## src/rtl/fetch_unit.sv

```systemverilog
// fetch_unit: PC / IR datapath stage. Holds the program counter and the
// instruction register, computes sequential / branch / jump next-PC, steers
// the shared memory address port and counts PC-changing events.
module fetch_unit #(
   parameter logic [15:0] RESET_PC  = 16'h0000,
   parameter int unsigned ADDR_BITS = 16
) (
   input  logic        clock,
   input  logic        reset,
   input  logic        pc_en,
   input  logic        pc_mux,
   input  logic        j_en,
   input  logic        ir_en,
   input  logic        ls_ctrl,
   input  logic [15:0] mem_rdata,
   input  logic [15:0] jump_target,
   input  logic [15:0] ls_addr,
   output logic [15:0] mem_addr,
   output logic [15:0] opcode,
   output logic [15:0] pc,
   output logic [15:0] link_addr,
   output logic [15:0] retired
);

   // Bits above ADDR_BITS are forced to zero; masking after each add gives
   // modulo-2^ADDR_BITS wrap.
   localparam logic [31:0] MASK32 = (32'h1 << ADDR_BITS) - 32'h1;
   localparam logic [15:0] MASK   = MASK32[15:0];

   logic [15:0] pc_q;
   logic [15:0] ir_q;
   logic [15:0] ret_q;
   logic [15:0] pc_seq;
   logic [15:0] pc_br;
   logic [15:0] pc_next;

   // Next-PC selection: jump beats branch/sequential, otherwise hold.
   always_comb begin
      pc_seq  = (pc_q + 16'd1) & MASK;
      pc_br   = (pc_q + {{8{ir_q[7]}}, ir_q[7:0]}) & MASK;
      pc_next = pc_q;
      if (j_en) begin
         pc_next = jump_target & MASK;
      end else if (pc_en) begin
         pc_next = pc_mux ? pc_br : pc_seq;
      end
   end

   // PC, IR and retired-event counter registers.
   always_ff @(posedge clock or negedge reset) begin
      if (!reset) begin
         pc_q  <= RESET_PC & MASK;
         ir_q  <= '0;
         ret_q <= '0;
      end else begin
         pc_q <= pc_next;
         if (ir_en) begin
            ir_q <= mem_rdata;
         end
         if (j_en || pc_en) begin
            ret_q <= ret_q + 16'd1;
         end
      end
   end

   // Address steering and register-derived outputs.
   always_comb begin
      mem_addr  = ls_ctrl ? ls_addr : pc_q;
      link_addr = pc_seq;
      opcode    = ir_q;
      pc        = pc_q;
      retired   = ret_q;
   end

endmodule

```

## config.mk

```make
export PLATFORM = sky130hd
export DESIGN_NAME = fetch_unit
export DESIGN_NICKNAME = d
export VERILOG_FILES = /design/src/rtl/fetch_unit.sv
export SDC_FILE = /design/constraint.sdc
export NUM_CORES = 1
export LEC_CHECK = 0
export CAP_MARGIN = 20
export CORE_UTILIZATION = 32
export DETAILED_ROUTE_END_ITERATION = 10
export PLACE_DENSITY = 0.68
export SLEW_MARGIN = 5
export SYNTH_ARGS = -nofsm -noshare
export SYNTH_HDL_FRONTEND = slang
export SYNTH_SLANG_ARGS = --single-unit
```

## constraint.sdc

```tcl
create_clock -name clock -period 4.6 [get_ports clock]
set_input_delay 0.46 -clock clock [delete_from_list [all_inputs] [get_ports clock]]
set_output_delay 0.46 -clock clock [all_outputs]
set_load 0.01 [all_outputs]
```

==> metrics, run 1 <==
status finished, final reports clean; Max Slew Vio Count 0; die width 105 um; Clk Latency, worst-skew pair 310 ps; sequential element share of the synthesized area 35.5%; CP endpoint kind output port; number of max-cap violations 0; r2r startpoint pc[0]; post-synthesis cell area 0.00338 sq mm; total negative slack 0 ps; Post-synth EDFFs 0; R2R cell count 8; # diodes 0; HP Class in2async; fraction of registers with async set/reset 100%; Period minus WS final 3020 ps; maximum VDD drop 0.000231 V; commonest non-fill, non-tap cell in the layout clkdlybuf4s50_1; WL final 10.2 mm; Tot GR Track Use 19.0%; Resized Gates After CTS 0; Inserted Clock Buffers 5; Startpoint Class flip-flop; vias in the first global route 3269; count of input and output buffers 134; Cell variety after synth 46; placer congestion estimate 0.826; GRT overflow 0; routed len/inst 16.2 um; Setup crit start pc[2]; Max Clock Skew 6.52 ps; post-DR vias/cell 5.23; CORE AREA 0.0103 sq mm; Yosys reg bits 48; relative slew slack 47.8%; Die Ht 105 um; number of warnings issued by yosys 0; initial core utilization 32.9%; drt drc 0; nets@finish 565; cts hold-fix bufs 0; Top FF cell, synth dfrtp_1; largest net degree at the start of global routing 49; Fillers 988; first-pass GRT wire length 16.8 mm; Antenna Nets Post-Route 0; CTS tree built; synthesized net count 439; kind of critical path reg2out; Final Hold Viols 0; DRT Pass-1 Iters 5; worst-path fanout max 8; Clock H-tree levels 2; Final Setup Violations 0; TritonCTS Sinks 48; post-DP HPWL 7.74 mm; Critical Path RT 4140 ps; pwr/cell area 333 mW/mm^2; Final Util 47.9%; detailed-route via count 3287; Tightest Pin Transition 781 ps; commonest non-fill, non-tap cells in the layout clkdlybuf4s50_1 (133), dfrtp_1 (48), nand2_1 (41), mux2_2 (32), nor2_1 (25); cell count after synthesis 366; Root Buffer clkbuf_8; Pleak 2.01 nW; full die area 0.0110 sq mm; maximum clock rate 331 MHz; WP data arrival 2560 ps; Post-CTS Setup Inserts 0; Starting DRT DRC Count 245; initial antenna violation count 0; Avg Cell Area, Syn 9.23 sq um; Syn-to-layout area delta 45.5%; clock buffer depth 2; Reg clk slew, reported paths 100 ps; row cnt 37; layout cells sized above 1 9.94%; final worst path period share 65.7%; RSZ-0062 raised after global routing false; I/O pins 135
==> metal layers <==
metal	routed length [um]	vias to the layer above	GRT usage (%)
met5	0	-	0
met4	116	0	4.63
met3	877	13	3.93
met2	4800	176	32.4
met1	4410	1528	24.5
li1	-	1570	-
==> state kept, by name (all words and copies together), names as in the netlist <==
register	flops
opcode	16
pc	16
retired	16
==> path summary, 6_finish.rpt <==
kind / slack, ps / to
max in group asynchronous: 3930 / pc[11]
min in group clock: 490 / retired[15]
min reg2reg: 490 / retired[15]
max reg2reg: 1790 / pc[14]
max: 1580 / link_addr[15]
min: 230 / retired[15]
==> final cells by class <==
| type | count | area (sq um) | share of cell area, % |
|---|---|---|---|
| clock inverter | 3 | 25.0 | 0.509 |
| inverter | 9 | 33.8 | 0.687 |
| clock buffer | 5 | 68.8 | 1.40 |
| multi-input combinational | 292 | 2070 | 42.1 |
| sequential | 48 | 1200 | 24.4 |
| timing repair buffer | 136 | 1350 | 27.5 |
| tap | 136 | 170 | 3.46 |
==> where the power goes <==
part	total (W)	switching (W)	internal (W)
Combinational	0.000762	0.000341	0.000420
Sequential	0.000597	0.000111	0.000486
Clock	0.000279	0.000167	0.000111
Total	0.00164	0.000619	0.00102
==> cells in the mapped netlist (all sizes together) (3+ instances only) <==
cell type	count	area share, %
xor2	18	4.7
a31oi	3	0.56
nor4	4	0.74
a21o	5	1.1
clkbuf	13	1.4
and3	6	1.1
nand3	10	1.6
nand4	9	1.7
nor3	6	0.89
inv	9	1.0
nor3b	3	0.67
o21ai	22	3.3
nand2	41	4.6
a221oi	4	1.2
xnor2	24	6.2
a221o	4	1.2
o21a	3	0.67
nand2b	5	0.93
mux2i	3	0.89
buf	4	0.81
ha	17	6.3
a21oi	24	3.6
o31ai	3	0.67
nor2	26	3.1
mux2	32	11
dfrtp	48	36
==> critical path, cell delays in order (launching register included) <==
cell and delay (ps):
dfrtp_1 520, nand3_1 320, nor2_1 350, nand4_1 150, xnor2_1 300, clkdlybuf4s50_1 600
==> cell families (layout without fill, tap and decap cells) <==
family / Yosys count / count (layout) / share of synthesized area [%]
buf+inv: 26 / 153 / 3.26
compound gates: 82 / 82 / 15.4
mux: 35 / 35 / 11.6
fa+ha+maj: 18 / 18 / 6.89
simple gates: 115 / 115 / 16.4
flops: 48 / 48 / 35.5
xor+xnor: 42 / 42 / 10.9
==> metrics by stage <==
stage / cells / cell area (sq um) / total power [W] / hold WS (ps) / setup slack, ps
after floorplan: 366 / 3380 / 0.000997 / 164 / 2130
after global placement: 621 / 4820 / 0.00135 / 463 / 1810
after detailed placement: 621 / 4820 / 0.00137 / 473 / 1800
after CTS: 629 / 4920 / 0.00165 / 265 / 1570
after global routing: 629 / 4920 / 0.00174 / 286 / 1350
final: 629 / 4920 / 0.00164 / 234 / 1580
(Power assumes the default switching activity.)
==> inputs of run 2 (changes only) <==
==> constraint.sdc (replaced) <==
create_clock -name clock -period 2.9 [get_ports clock]
set_input_delay 0.29 -clock clock [delete_from_list [all_inputs] [get_ports clock]]
set_output_delay 0.29 -clock clock [all_outputs]
set_load 0.01 [all_outputs]
==> run 2 against run 1 <==
  * Sequential power increased by 57%
  * Clock-buffer cell count unchanged
  * Global-route usage increased by 0.44 points
  * Worst hold slack improved by 150 ps
  * Non-clock buffer count increased by 10
  * Critical path type unchanged
  * Final cell count increased by 1.6%
  * Register-to-register slack got worse by 1400 ps
==> metrics, run 2 (same netlist as run 1, synthesis figures left out) <==
clock power share 19.0%; commonest non-fill, non-tap cells in the layout clkdlybuf4s50_1 (133), dfrtp_1 (47), nand2_1 (41), mux2_2 (32), nor2_1 (25); WL final 10.5 mm; largest net degree at the start of global routing 49; Pleak 2.07 nW; GRT overflow 0; Post-CTS Setup Inserts 0; CP Cell Sequence ha_1, nand2_1, or4_4, nor2_4, xor2_1, clkdlybuf4s50_1; Psw 0.000977 W; full die area 0.0110 sq mm; TritonCTS Sinks 48; Fillers 993; initial core utilization 32.9%; WP buf/inv 1; number of max-cap violations 0; crit-path max cell delay 550 ps; clock buffer depth 2; cell family with most CP delay simple AND/OR/NAND/NOR gates; Reg clk slew, reported paths 100 ps; status finished, final reports clean; CP endpoint kind output port; initial antenna violation count 0; CORE AREA 0.0103 sq mm; vias in the first global route 3306; row cnt 37; routed len/inst 16.4 um; # diodes 0; total negative slack 0 ps; Period minus WS final 2780 ps; worst-path fanout max 7; detailed-route via count 3301; Slowest cell on crit path clkdlybuf4s50_1; post-DR vias/cell 5.17; DRT Pass-1 Iters 4; Root Buffer clkbuf_8; final worst path period share 95.7%; maximum clock rate 360 MHz; Tightest Pin Transition 787 ps; Max Clock Skew 11.5 ps; Die Ht 105 um; first-pass GRT wire length 17.1 mm; Tot GR Track Use 19.4%; Max Slew Vio Count 0; Inserted Clock Buffers 5; placer congestion estimate 0.913; commonest non-fill, non-tap cell in the layout clkdlybuf4s50_1; CTS tree built; Starting DRT DRC Count 173; Clk Latency, worst-skew pair 310 ps; RSZ-0062 raised after global routing false; kind of critical path reg2out; Final Setup Violations 0; maximum VDD drop 0.000358 V; count of input and output buffers 134; Sw Ratio 36.2%; Antenna Nets Post-Route 0; Gate power share 46.4%; Final Hold Viols 0; nets@finish 575; I/O pins 135; relative slew slack 47.4%; Critical Path RT 2610 ps; Flop pwr share 34.7%; Clock H-tree levels 2; pwr/cell area 536 mW/mm^2; HP Class in2async; Int Power 0.00172 W; drt drc 0; Startpoint Class flip-flop; die width 105 um; post-DP HPWL 8.14 mm; Final Util 49.0%; WP data arrival 2490 ps; layout cells sized above 1 11.7%; Syn-to-layout area delta 48.9%
==> run 2: per-stage QoR <==
stage	instance area (sq um)	setup WS, ps	instances	hold WS [ps]	total power [W]
2_1_floorplan	3380	426	366	-5.59	0.00158
3_3_place_gp	4880	405	629	461	0.00217
3_5_place_dp	4880	408	629	465	0.00219
4_1_cts	5000	64.1	637	225	0.00272
5_1_grt	5030	6.08	639	417	0.00287
6_report	5030	124	639	387	0.00270
==> run 2: final timing paths <==
| check | cells after the start | start | end | slack [ps] |
|---|---|---|---|---|
| min in group clock | 1 | retired[15] | retired[15] | 480 |
| max | 6 | pc[0] | link_addr[12] | 120 |
| max in group asynchronous | 3 | reset | pc[1] | 2000 |
| max reg2reg | 8 | pc[0] | pc[14] | 400 |
| min | 2 | reset | retired[15] | 390 |
| min reg2reg | 1 | retired[15] | retired[15] | 480 |
==> run 2: area by class of cell <==
class / instances / area, sq um / share of cell area (%)
clock buffer: 5 / 68.8 / 1.37
sequential: 48 / 1200 / 23.9
timing repair buffer: 146 / 1440 / 28.6
clock inverter: 3 / 46.3 / 0.920
tap: 136 / 170 / 3.38
multi-input combinational: 292 / 2070 / 41.1
inverter: 9 / 33.8 / 0.671
==> run 2: repair_timing <==
action | CTS | global route
hold endpoints to repair | 0 | 12
setup endpoints to repair | 0 | 1
resized for setup | 0 | 1
hold buffers | 0 | 1
==> run 2: routing by layer <==
metal  vias up  wire length, um  global-route usage, %  share of wire (%)
met1      1554             4430                   24.6                 42
met3        13             1040                   5.36                9.9
met4         0              148                   4.33                1.4
met5         -                0                      0                  0
met2       148             4880                   32.9                 47
li1       1586                -                      -                  -
==> run 2: power groups by stage <==
stage	clock network [W]	logic, W	registers, W
2_1_floorplan	0	0.000634	0.000947
3_3_place_gp	0	0.00123	0.000938
3_5_place_dp	0	0.00125	0.000944
4_1_cts	0.000528	0.00125	0.000934
5_1_grt	0.000552	0.00136	0.000955
6_report	0.000512	0.00125	0.000935
